[src/rtl/multi_way_traffic_controller_pkg.sv]
// traffic_pkg: phase encoding and sizing helper shared by the traffic controller files
package traffic_pkg;
  typedef enum logic [1:0] {GREEN = 2'd0, YELLOW = 2'd1, ALLRED = 2'd2} phase_e;
  localparam logic [1:0] S_GREEN = GREEN;
  localparam logic [1:0] S_YELLOW = YELLOW;
  localparam logic [1:0] S_ALLRED = ALLRED;
  function automatic int max3(input int a, input int b, input int c);
    int m;
    m = a > b ? a : b;
    return m > c ? m : c;
  endfunction
endpackage

[src/rtl/multi_way_traffic_controller_if.sv]
// multi_way_traffic_controller_if: sensor/pre-emption inputs and lamp/status outputs of the controller
interface multi_way_traffic_controller_if #(
  parameter int N_WAYS = 4
);
  localparam int W = $clog2(N_WAYS);
  logic [N_WAYS-1:0] sensor;
  logic              emerg_req;
  logic [W-1:0]      emerg_way;
  logic [N_WAYS-1:0] red;
  logic [N_WAYS-1:0] yellow;
  logic [N_WAYS-1:0] green;
  logic [W-1:0]      active_way;
  logic [1:0]        phase;
  modport master (
    output sensor, emerg_req, emerg_way,
    input  red, yellow, green, active_way, phase
  );
  modport slave (
    input  sensor, emerg_req, emerg_way,
    output red, yellow, green, active_way, phase
  );
endinterface

[src/rtl/multi_way_traffic_controller_rr_next_way.sv]
// rr_next_way: first requesting way after active_way, wrapping, excluding active_way itself
module rr_next_way #(
  parameter int N_WAYS = 4,
  localparam int W = $clog2(N_WAYS)
) (
  input  logic [N_WAYS-1:0] sensor,
  input  logic [W-1:0]      active_way,
  output logic              found,
  output logic [W-1:0]      next
);
  // scan farthest to nearest so the nearest requester wins
  always_comb begin
    found = 1'b0;
    next = active_way;
    for (int k = N_WAYS - 1; k >= 1; k--) begin
      if (sensor[(int'(active_way) + k) % N_WAYS]) begin
        found = 1'b1;
        next = W'((int'(active_way) + k) % N_WAYS);
      end
    end
  end
endmodule

[src/rtl/multi_way_traffic_controller.sv]
// multi_way_traffic_controller: green/yellow/all-red sequencer with round-robin hand-over and pre-emption
module multi_way_traffic_controller
  import traffic_pkg::*;
#(
  parameter int N_WAYS = 4,
  parameter int MIN_GREEN = 4,
  parameter int MAX_GREEN = 10,
  parameter int YELLOW_CYCLES = 3,
  parameter int ALLRED_CYCLES = 1
) (
  input logic clk,
  input logic reset,
  multi_way_traffic_controller_if.slave bus
);
  localparam int W = $clog2(N_WAYS);
  localparam int TW = $clog2(max3(MAX_GREEN, YELLOW_CYCLES, ALLRED_CYCLES)) + 1;
  logic [1:0]        state, state_n;
  logic [W-1:0]      active_way, way_n, next_way, next_n, rr_next;
  logic [TW-1:0]     timer, timer_n;
  logic              found, emerg, hold, give_way, last;
  logic [N_WAYS-1:0] green_q, yellow_q, red_q, green_n, yellow_n;
  rr_next_way #(.N_WAYS(N_WAYS)) u_rr (
    .sensor(bus.sensor),
    .active_way(active_way),
    .found(found),
    .next(rr_next)
  );
  assign emerg = bus.emerg_req && (int'(bus.emerg_way) < N_WAYS);
  always_comb begin
    state_n = state;
    way_n = active_way;
    next_n = next_way;
    timer_n = timer;
    last = 1'b0;
    hold = emerg && bus.emerg_way == active_way;
    give_way = found && (timer >= TW'(MAX_GREEN - 1) ||
                         (timer >= TW'(MIN_GREEN - 1) && !bus.sensor[active_way]));
    if (state == S_GREEN) begin
      if (emerg && !hold) begin
        state_n = S_YELLOW;
        next_n = bus.emerg_way;
        timer_n = '0;
      end else if (!hold && give_way) begin
        state_n = S_YELLOW;
        next_n = rr_next;
        timer_n = '0;
      end else begin
        timer_n = timer < TW'(MAX_GREEN) ? timer + 1'b1 : timer;
      end
    end else begin
      // only pre-emption may retarget the latched hand-over way here
      next_n = emerg ? bus.emerg_way : next_way;
      last = state == S_YELLOW ? timer == TW'(YELLOW_CYCLES - 1) : timer == TW'(ALLRED_CYCLES - 1);
      timer_n = last ? '0 : timer + 1'b1;
      if (last) begin
        state_n = (state == S_YELLOW && ALLRED_CYCLES > 0) ? S_ALLRED : S_GREEN;
        way_n = state_n == S_GREEN ? next_n : active_way;
      end
    end
    green_n = state_n == S_GREEN ? N_WAYS'(1) << way_n : '0;
    yellow_n = state_n == S_YELLOW ? N_WAYS'(1) << way_n : '0;
  end
  always_ff @(posedge clk or posedge reset) begin
    if (reset) begin
      state <= S_GREEN;
      active_way <= '0;
      next_way <= '0;
      timer <= '0;
      green_q <= N_WAYS'(1);
      yellow_q <= '0;
      red_q <= ~N_WAYS'(1);
    end else begin
      state <= state_n;
      active_way <= way_n;
      next_way <= next_n;
      timer <= timer_n;
      green_q <= green_n;
      yellow_q <= yellow_n;
      red_q <= ~(green_n | yellow_n);
    end
  end
  assign bus.green = green_q;
  assign bus.yellow = yellow_q;
  assign bus.red = red_q;
  assign bus.active_way = active_way;
  assign bus.phase = state;
endmodule

[src/flat_wrapper.sv]
// flat-port wrapper written by rule: the top's interface ports become plain ports
module multi_way_traffic_controller_flat import traffic_pkg::*;
#(
  parameter int N_WAYS = 4,
  parameter int MIN_GREEN = 4,
  parameter int MAX_GREEN = 10,
  parameter int YELLOW_CYCLES = 3,
  parameter int ALLRED_CYCLES = 1
)
  (clk, reset, bus_sensor, bus_emerg_req, bus_emerg_way, bus_red, bus_yellow, bus_green, bus_active_way, bus_phase);
  multi_way_traffic_controller_if #(.N_WAYS(N_WAYS)) bus_i ();
  input logic clk;
  input logic reset;
  input wire logic [$bits(bus_i.sensor)-1:0] bus_sensor;
  input wire logic [$bits(bus_i.emerg_req)-1:0] bus_emerg_req;
  input wire logic [$bits(bus_i.emerg_way)-1:0] bus_emerg_way;
  output wire logic [$bits(bus_i.red)-1:0] bus_red;
  output wire logic [$bits(bus_i.yellow)-1:0] bus_yellow;
  output wire logic [$bits(bus_i.green)-1:0] bus_green;
  output wire logic [$bits(bus_i.active_way)-1:0] bus_active_way;
  output wire logic [$bits(bus_i.phase)-1:0] bus_phase;
  assign bus_i.sensor = bus_sensor;
  assign bus_i.emerg_req = bus_emerg_req;
  assign bus_i.emerg_way = bus_emerg_way;
  assign bus_red = bus_i.red;
  assign bus_yellow = bus_i.yellow;
  assign bus_green = bus_i.green;
  assign bus_active_way = bus_i.active_way;
  assign bus_phase = bus_i.phase;
  multi_way_traffic_controller #(.N_WAYS(N_WAYS), .MIN_GREEN(MIN_GREEN), .MAX_GREEN(MAX_GREEN), .YELLOW_CYCLES(YELLOW_CYCLES), .ALLRED_CYCLES(ALLRED_CYCLES)) u_core (.clk(clk), .reset(reset), .bus(bus_i));
endmodule
[config.mk]
export PLATFORM = sky130hd
export DESIGN_NAME = multi_way_traffic_controller_flat
export DESIGN_NICKNAME = d
export VERILOG_FILES = /design/src/rtl/multi_way_traffic_controller_pkg.sv /design/src/rtl/multi_way_traffic_controller_if.sv /design/src/rtl/multi_way_traffic_controller_rr_next_way.sv /design/src/rtl/multi_way_traffic_controller.sv /design/src/flat_wrapper.sv
export SDC_FILE = /design/constraint.sdc
export NUM_CORES = 1
export LEC_CHECK = 0
export CORE_MARGIN = 10
export CORE_UTILIZATION = 45
export CTS_CLUSTER_DIAMETER = 200
export DETAILED_ROUTE_END_ITERATION = 7
export PLACE_DENSITY = 0.82
export SYNTH_ARGS = -nofsm -noshare
export SYNTH_HDL_FRONTEND = slang
export SYNTH_SLANG_ARGS = --single-unit
[constraint.sdc]
create_clock -name clk -period 1.95 [get_ports clk]
set_input_delay 0.585 -clock clk [delete_from_list [all_inputs] [get_ports clk]]
set_output_delay 0.585 -clock clk [all_outputs]
set_load 0.03 [all_outputs]
Yosys cells after proc, flatten, opt, wreduce, memory -nomap -nowiden
Index checks and enable logic that the tools add are counted.
Storage, ports and cells
  word-level logic and storage cells: 82
  register bits: 23
  input port bits: 9
Cells by class
  reduce and logical (&&, ||, !) cells: 15
  eq/ne operators: 6
  muxes and demuxes: 37
  bitwise logic cells: 5
  order comparisons: 7
  add/sub/neg operators: 4
  shift operators: 1
Operators with widths (count)
  2-bit two-way mux: 15
  5-bit two-way mux: 5
  3-bit by 4-bit less-than comparator with 1-bit output (second input constant): 3
  1-bit two-way mux: 11
  1-bit binary-select mux with 2-bit select: 4
  4-bit two-way mux: 2
  2-bit logical NOT: 3
  2-bit OR reduction: 3
  5-bit by 1-bit adder with 5-bit output (second input constant): 1
  5-bit by 2-bit equality test with 1-bit output (second input constant): 1
  5-bit by 2-bit greater-or-equal comparator with 1-bit output (second input constant): 1
  5-bit by 4-bit greater-or-equal comparator with 1-bit output (second input constant): 1
  1-bit logical AND: 5
  5-bit logical NOT: 1
  5-bit by 4-bit less-than comparator with 1-bit output (second input constant): 1
  2-bit adder (second input constant): 2
  2-bit by 1-bit equality test with 1-bit output (second input constant): 2
  4-bit != test (second input constant): 1
  4-bit NOT: 1
  4-bit OR: 1
  1-bit by 2-bit left shift with 4-bit output (first input constant): 1
  1-bit AND (first input constant): 3
  2-bit by 3-bit less-than comparator with 1-bit output (second input constant): 1
  3-bit != test (second input constant): 1
  4 further kinds: 5

Logic depth before layout (Yosys ltp)
Gate-level depths: netlist of run 1.
  depth after elaboration: 18
  gate-level depth with buffers: 8

Hierarchy
From an unflattened synthesis of run 1, not the netlist that was laid out.
Second synthesis, totals
  cells, all modules: 131
  area, all modules: 1307.5 µm²
Modules (own cells, without submodules)
  multi_way_traffic_controller: area an instance 1192.4 µm², cells an instance 113, sequential area each 580.6 µm², instances 1
  rr_next_way: area an instance 115.1 µm², cells an instance 18, sequential area each 0.0 µm², instances 1

Worst setup path after synthesis of run 1
OpenSTA, ideal clock, no wires.
  path type: reg2reg
  start: reg u_core.active_way[1], in the netlist u_core.bus.active_way[1]
  end: reg u_core.yellow_q[0], in the netlist u_core.bus.yellow[0]
  clock period less this slack: 2.123 ns
  path buffers: 1
  path slack: -0.173 ns
  arrival: 2.050 ns
  cell stages (with the launch flop): 7
  cell sequence: dfrtp_1 > mux4_2 > o211a_1 > o41a_1 > buf_6 > a21bo_1 > nor2_1
On the way
  longest elaborated chain between the ends: 14
RTL lines
  start: declaration: line multi_way_traffic_controller.sv:18  | logic [W-1:0] active_way, way_n, next_way, next_n, rr_next;
  start signal: assignment: line multi_way_traffic_controller.sv:74  | active_way <= way_n;
  2-bit adder: line multi_way_traffic_controller_rr_next_way.sv:16  | if (sensor[(int'(active_way) + k) % N_WAYS]) begin
  1-bit binary-select mux with 2-bit select: line multi_way_traffic_controller_rr_next_way.sv:16
  1-bit two-way mux (implied by the code) (2 in series): line multi_way_traffic_controller_rr_next_way.sv:16
  1-bit two-way mux (3 in series): line multi_way_traffic_controller_rr_next_way.sv:16
  1-bit logical AND: line multi_way_traffic_controller.sv:36  | give_way = found && (timer >= TW'(MAX_GREEN - 1) ||
  1-bit logical AND: line multi_way_traffic_controller.sv:43  | end else if (!hold && give_way) begin
  2-bit two-way mux: line multi_way_traffic_controller.sv:43
  2-bit two-way mux: line multi_way_traffic_controller.sv:39  | if (emerg && !hold) begin
  2-bit two-way mux: line multi_way_traffic_controller.sv:38  | if (state == S_GREEN) begin
  2-bit by 1-bit equality test with 1-bit output: line multi_way_traffic_controller.sv:61  | yellow_n = state_n == S_YELLOW ? N_WAYS'(1) << way_n : '0;
  4-bit two-way mux (*): line multi_way_traffic_controller.sv:61
  via u_core.yellow_n[0]: line multi_way_traffic_controller.sv:21  | logic [N_WAYS-1:0] green_q, yellow_q, red_q, green_n, yellow_n;
  end signal: assignment: line multi_way_traffic_controller.sv:78  | yellow_q <= yellow_n;
  end: declaration: line multi_way_traffic_controller.sv:21
Mark *: on every way through the listed nets, which the timed path passes. The rest lies on a longest branch. The select of a mux whose other input is x is not followed.
A chain may end at the register's enable or synchronous reset.

Worst setup path in the final report of run 1
  start: reg u_core.active_way[1], in the netlist u_core.bus.active_way[1]
  end: reg u_core.next_way[0]
On the way
  longest elaborated chain between the ends: 10
RTL lines
  2-bit adder: line multi_way_traffic_controller_rr_next_way.sv:16
  1-bit binary-select mux with 2-bit select: line multi_way_traffic_controller_rr_next_way.sv:16
  1-bit two-way mux (implied by the code) (2 in series): line multi_way_traffic_controller_rr_next_way.sv:16
  2-bit two-way mux / 1-bit two-way mux (equally long branches) (3 in series): line multi_way_traffic_controller_rr_next_way.sv:16
  2-bit two-way mux / 1-bit logical AND (equally long branches): line multi_way_traffic_controller.sv:43, multi_way_traffic_controller.sv:36
  2-bit two-way mux / 1-bit logical AND (equally long branches): line multi_way_traffic_controller.sv:39, multi_way_traffic_controller.sv:43
  2-bit two-way mux / 3-bit != test (equally long branches)
  end signal: assignment: line multi_way_traffic_controller.sv:75  | next_way <= next_n;
  end: declaration: line multi_way_traffic_controller.sv:18
Several ways; a longest one is shown, not always the timed one. The select of a mux whose other input is x is not followed.

==> results of run 1 <==
per-stage QoR:
stage / util / hold slack (ns) / TNS [ns] / cells / setup WS (ns)
3_3_place_gp: 0.640 / 0.554 / -11.77 / 210 / -0.820
3_5_place_dp: 0.640 / 0.595 / -13.13 / 210 / -0.988
2_1_floorplan: - / 0.529 / -0.860 / 133 / -0.0815
5_1_grt: 0.703 / 0.615 / -1.40 / 216 / -0.160
4_1_cts: 0.673 / 0.584 / -1.88 / 216 / -0.205
6_report: 0.703 / 0.565 / -0.394 / 216 / -0.0711
power by group through the flow:
stage / Combinational, mW / Sequential, mW / Clock (mW)
4_1_cts: 2.17 / 0.826 / 0.228
2_1_floorplan: 0.965 / 1.11 / 0
3_5_place_dp: 2.01 / 0.833 / 0
3_3_place_gp: 1.93 / 0.818 / 0
5_1_grt: 2.47 / 0.860 / 0.246
6_report: 2.31 / 0.834 / 0.232
what timing repair did:
| action | CTS | global route |
|---|---|---|
| pin swaps | 6 | 11 |
| setup buffers | 1 | 0 |
| hold buffers | 0 | 0 |
| endpoints found under the setup margin | 23 | 30 |
| cloned | 1 | 0 |
| resized for setup | 32 | 21 |
layer usage:
metal,wire length [um],vias to the layer above,part of all wire,track usage
li1,-,584,-,-
met1,1540,599,0.42,0.153
met2,1810,37,0.49,0.221
met3,235,7,0.064,0.0363
met4,87,0,0.024,0.0683
met5,0,-,0,0
worst reg2reg max path: stages (launching register included):
cell and delay [ns]:
dfrtp_2 0.40, mux4_2 0.52, o211a_1 0.26, buf_6 0.13
o41a_4 0.39, mux2i_1 0.16, a21oi_1 0.08
kinds of logic after synthesis:
group / count (synthesis)
buffers and inverters: 12
and+or+nand+nor: 45
DFF: 23
AOI/OAI and AO/OA: 35
xor gates and xnor gates: 2
muxes: 12
adders and majority gates: 4
placed cells by master (no fill, tap or decap), types with 2 or more instances in the layout:
master / count
clkbuf_4: 3
a31oi_1: 6
nand3_1: 2
or2_2: 6
ha_1: 3
o41a_4: 2
clkdlybuf4s50_1: 4
dfrtp_1: 18
nor2_1: 13
dlymetal6s2s_1: 9
mux2i_1: 8
inv_1: 7
nor2_2: 4
buf_4: 28
a2111oi_4: 2
clkdlybuf4s15_1: 3
o22ai_1: 2
nand2_1: 7
a21o_1: 2
buf_2: 2
mux2_2: 3
xor2_1: 2
o21ai_0: 3
nand2b_1: 2
dfstp_2: 4
nor3_1: 4
dlygate4sd2_1: 5
a21oi_1: 9
Yosys cell counts, types with 2 or more instances:
cell type / number / share of area
mux2i_1: 8 / 0.062
clkbuf_1: 2 / 0.0058
nor3_1: 5 / 0.019
nand2_1: 7 / 0.020
a31oi_1: 6 / 0.029
a21o_1: 2 / 0.012
mux2_2: 3 / 0.026
nand3_1: 3 / 0.012
a2111oi_0: 2 / 0.014
ha_1: 4 / 0.039
dfstp_2: 4 / 0.082
nand2b_1: 2 / 0.0097
inv_1: 7 / 0.020
o21ai_0: 5 / 0.019
buf_2: 2 / 0.0078
dfrtp_1: 19 / 0.37
xor2_1: 2 / 0.014
or2_2: 6 / 0.029
a21oi_1: 10 / 0.039
o22ai_1: 2 / 0.0097
nor2_1: 17 / 0.050
final cells by class:
cell class / instances / area (um2)
multi-input combinational: 99 / 788
sequential: 23 / 582
inverter: 7 / 26.3
clock buffer: 3 / 22.5
fill: 182 / 813
clock inverter: 1 / 5.00
timing repair buffer: 52 / 458
tap: 31 / 38.8
registers in the layout, summed over array words and instances (netlist names):
| signal | cells |
|---|---|
| u_core.timer | 5 |
| u_core.bus.yellow | 4 |
| u_core.bus.active_way | 2 |
| u_core.next_way | 2 |
| u_core.bus.phase | 2 |
| u_core.bus.green | 4 |
| u_core.bus.red | 4 |
path summary, 6_finish.rpt:
kind / startpoint / to / slack (ns) / cells after the start
max: u_core.bus.active_way[1]$_DFF_PP0_ / u_core.next_way[0]$_DFFE_PP0P_ / -0.07 / 6
min: reset / u_core.bus.phase[1]$_DFF_PP0_ / 0.56 / 3
max reg2reg: u_core.bus.active_way[1]$_DFF_PP0_ / u_core.next_way[0]$_DFFE_PP0P_ / -0.07 / 6
min reg2reg: u_core.next_way[1]$_DFFE_PP0P_ / u_core.next_way[1]$_DFFE_PP0P_ / 0.63 / 2
max in group asynchronous: reset / u_core.bus.green[0]$_DFF_PP1_ / 1.08 / 3
min in group clk: u_core.next_way[1]$_DFFE_PP0P_ / u_core.next_way[1]$_DFFE_PP0P_ / 0.63 / 2
==> metrics.txt, run 1 <==
num rows 19; Worst-Skew Late Latency 0.34 ns; clk_skew 0.0179 ns; fin crit share 1.04; Fmax achieved 495 MHz; Die Y 73.5 um; Yosys cell types 36; Syn. warnings 0; clk sink count 23; VDD IR max 1.11 mV; CTS tree built; diode count 0; number of DRC markers in iteration 0 79; Die X-Extent 73.5 um; worst hold path class in2async; I/O Buffers 24; Antenna Nets Post-Route 0; final instance area 1920 um2; Flop pwr share 0.247; endpoints failing setup 12; Max Cap Violations 0; Max transition margin 0.714; Net Count, Synth 146; first drt pass iteration count 4; Yosys reg bits 23; Critical Path Slowest Stage Cell mux4_2; pwr dens 1760 nW/um2; failing checks setup timing; share of power burned in the clock network 0.069; DRC viols 0; Critical Path Fanout Max 4; CP Capture Type flop; post-layout net count 199; biggest cell delay along the critical path 0.52 ns; leakage power total 0.982 nW; CTS H-tree depth 1; IO Count 25; gp weighted congestion 0.911; clock buffer depth 2; net load switching power 1.58 mW; internal power 1.79 mW; Syn Inst Count 133; post-synthesis mux area share 0.106; Post-synth EDFFs 0; post-synthesis compound-gate area fraction 0.181; Seq/Total Area, Yosys 0.451; Synth Area in Adders 0.0389; Clk pin slew, worst setup/hold paths 0.14 ns; CP bufs+invs 1; Post-Synth XOR/XNOR Area 0.0136; cell area after synthesis 1290 um2; worst-margin pin slew 0.425 ns; fraction of the mapped netlist area in simple logic gates 0.166; WL final 3680 um; Starting Density 0.470; layout cell share with drive strength beyond 1 0.378; Final Power 3.38 mW; wire length per cell 17.0 um; crit-path cells mux4_2, o211a_1, buf_6, o41a_4, mux2i_1, a21oi_1; Worst setup SP type flop; DP HPWL 2550 um; Worst EP required 2.19 ns; ys flop type dfrtp_1; Cell Area, Placed 1750 um2; full die area 5400 um2; ys async rst share 1.00; largest net degree at the start of global routing 24; Slew Limit Fails 0; CP Class reg2reg; Final Hold Viols 0; Gate power share 0.685; first-pass GRT wire length 5750 um; Worst EP arrival 2.26 ns; Final min period 2.02 ns; Avg Vias per Cell 5.68; TritonCTS buffer count 3; Congestion Overflow GR 0; largest family of logic cells by synthesized area compound AO/OA/AOI/OAI gates; Area Overhead vs Synth 49.3%; total global-route track usage 0.133; core area 2730 um2; CP top delay family compound AO/OA/AOI/OAI gates; status finished, violations left; vias in the first global route 1228; Post-Syn Area per Cell 9.67 um2; PnR worst setup slack -0.0711 ns; RSZ-0062 raised after global routing true; via count 1227; initial antenna violation count 0; clock root buffer clkbuf_4; Net Sw Frac 0.469
Power figures use the tool's default switching activity.
==> run 2: changes to the inputs <==
SLEW_MARGIN = 20   (was unset)
==> results of run 2 <==
No change in the layout: final DEF, timing and power equal those of run 1.
==> run 3: changes to the inputs <==
--- a/config.mk
+++ b/config.mk
@@ -11,2 +11,3 @@
 export DETAILED_ROUTE_END_ITERATION = 7
+export HOLD_SLACK_MARGIN = 0.03
 export PLACE_DENSITY = 0.82
==> constraint.sdc (replaced) <==
create_clock -name clk -period 1.95 [get_ports clk]
set_input_delay 0.195 -clock clk [delete_from_list [all_inputs] [get_ports clk]]
set_output_delay 0.195 -clock clk [all_outputs]
set_load 0.03 [all_outputs]
==> run 3 against run 2 <==
Clock power is 3% lower. Cell count fell by 3.2%. Critical endpoint is now u_core.next_way[1]$_DFFE_PP0P_. Register-to-register slack better by 0.03 ns. Via count fell by 2.9%. Maximum frequency up 1.7%. The run still ends with setup timing left. Worst hold slack worse by 0.35 ns. Flip-flop and latch count stayed put. Design area down 5.3%. Sequential power rose by 2%.
==> metrics.txt, run 3 (synthesis gave the netlist of run 1 again) <==
status finished, violations left; failing checks setup timing; Max Cap Violations 0 (unchanged); # fillers 216 (+19%); Starting Density 0.470 (unchanged); Area Overhead vs Synth 41.4%; endpoints failing setup 11 (-1); critical path depth 6 (unchanged); Crit path top cell by count mux2i_1; clk_skew 0.00984 ns (-0.00806 ns); Worst-Skew Late Latency 0.32 ns (-0.02 ns); Top reg by flops u_core.timer; Final min period 1.99 ns (-0.0343 ns); WL final 3410 um (-7.3%); Slew Limit Fails 0 (unchanged); Worst setup SP type flop; Final Power 3.25 mW (-3.7%); Worst EP arrival 2.20 ns (-0.06 ns); Die Y 73.5 um (unchanged); Avg Vias per Cell 5.70 (+0.32%); vias in the first global route 1176 (-4.2%); IO Count 25 (unchanged); full die area 5400 um2 (unchanged); commonest non-fill, non-tap cell in the layout clkdlybuf4s50_1; Critical Path Fanout Max 7 (+3); clock root buffer clkbuf_4; crit-path cells mux4_2, o211a_1, o41a_1, buf_6, mux2i_1, mux2i_1; VDD IR max 1.11 mV (+0.48%); RR Endpoint u_core.next_way[1]$_DFFE_PP0P_; Max transition margin 0.608 (-0.107); DP HPWL 2540 um (-0.22%); total global-route track usage 0.124 (-0.00918); FF+latch area 583 um2 (+0.22%); clock buffer depth 2 (unchanged); commonest non-fill, non-tap cells in the layout 24 x clkdlybuf4s50_1, 21 x buf_4, 17 x nor2_1, 17 x dfrtp_1, 10 x a21oi_1; leakage power total 0.808 nW (-18%); CP bufs+invs 1 (unchanged); fin crit share 1.02 (-0.0176); first-pass GRT wire length 5420 um (-5.8%); r2r worst-path depth 6 (unchanged); Antenna Nets Post-Route 0 (unchanged); layout cell share with drive strength beyond 1 0.298 (-0.0806); Die X-Extent 73.5 um (unchanged); total negative slack -0.200 ns (+0.194 ns); CP top delay family multiplexers; Congestion Overflow GR 0 (unchanged); CP Class reg2reg; number of DRC markers in iteration 0 72 (-8.9%); Clk pin slew, worst setup/hold paths 0.13 ns (about the same); worst-margin pin slew 0.588 ns (+0.163 ns); CTS tree built; worst hold path class in2async; via count 1191 (-2.9%); diode count 0 (unchanged); RSZ-0062 raised after global routing true; PnR worst setup slack -0.0367 ns (+0.0343 ns); worst reg2reg path startpoint u_core.bus.active_way[1]$_DFF_PP0_; CP Capture Type flop; max reg flops 5 (unchanged); Fmax achieved 503 MHz (+1.7%); core area 2730 um2 (unchanged); post-layout net count 192 (-3.5%); initial antenna violation count 0 (unchanged); Final Non-Filler Cells 209 (-3.2%); hold slack 0.219 ns (-0.346 ns); DRC viols 0 (unchanged); Critical Path Slowest Stage Cell mux4_2; Placed Cells 204 (-2.9%); largest net degree at the start of global routing 18 (-25%); Worst EP required 2.16 ns (-0.03 ns); multi-input logic area 734 um2 (-6.8%); I/O Buffers 24 (unchanged); Final Hold Viols 0 (unchanged); biggest cell delay along the critical path 0.50 ns (-0.02 ns); num rows 19 (unchanged); wire length per cell 16.3 um (-4.2%); worst setup path start u_core.bus.active_way[1]$_DFF_PP0_; first drt pass iteration count 4 (unchanged); Core Util, Final 0.665 (-0.0371); pwr dens 1790 nW/um2 (+1.6%); FF-to-FF setup slack -0.04 ns (+0.03 ns); gp weighted congestion 0.913 (+0.29%); clk sink count 23 (unchanged); TritonCTS buffer count 3 (unchanged); worst setup path end u_core.next_way[1]$_DFFE_PP0P_; CTS H-tree depth 1 (unchanged)
[run 3: cell count changes in the layout (fill, tap and decap cells not counted), sizes merged]
cell           before  now
dlymetal6s2s        9    0
dlygate4sd2         5    0
clkdlybuf4s15       3    0
clkdlybuf4s50       4   24
buf                31   22
o41a                2    1
[run 3: metrics by stage]
step                instance area [um2]  worst slack (ns)
detailed placement                 1710            -0.380
global route                       1820            -0.101
finish                             1820           -0.0367
global placement                   1710            -0.305
CTS                                1790            -0.127
floorplan                          1300           -0.0395
[run 3: per-layer routing]
layer	global-route usage	share of wire
met1	0.144	0.42
met2	0.214	0.49
met3	0.0242	0.070
met4	0.0559	0.026
met5	0	0
[run 3: layout make-up]
type / instances / share of cell area
clock buffer: 3 / 0.0124
clock inverter: 1 / 0.00275
inverter: 7 / 0.0144
multi-input combinational: 98 / 0.404
sequential: 23 / 0.320
tap: 31 / 0.0213
timing repair buffer: 46 / 0.225
[run 3: worst min path at each step]
stage,from,end,cells past startpoint
final,reset,u_core.bus.phase[0]$_DFF_PP0_,2
after floorplan,reset,u_core.bus.green[1]$_DFF_PP0_,1
after detailed placement,reset,u_core.bus.phase[0]$_DFF_PP0_,2
after CTS,reset,u_core.bus.phase[0]$_DFF_PP0_,2
after global routing,reset,u_core.bus.phase[0]$_DFF_PP0_,2
after global placement,u_core.next_way[1]$_DFFE_PP0P_,u_core.next_way[1]$_DFFE_PP0P_,2
[run 3: worst reg2reg max path, cell delays in order, from the launching register on]
cell	delay, ns
dfrtp_2	0.41
mux4_2	0.50
o211a_1	0.21
o41a_1	0.34
buf_6	0.16
mux2i_1	0.17
mux2i_1	0.09
[run 3: power breakdown]
part | total (mW) | switching (mW) | leakage (nW) | internal [mW]
combinational | 2.18 | 1.20 | 0.508 | 0.977
clock | 0.224 | 0.147 | 0.0177 | 0.0769
sequential | 0.849 | 0.150 | 0.282 | 0.699
[run 3: timing repair]
item | 4_1_cts | 5_1_grt
resized for setup | 9 | 6
endpoints found under the setup margin | 16 | 20
pin swaps | 6 | 1
hold buffers | 0 | 0
setup buffers | 2 | 0
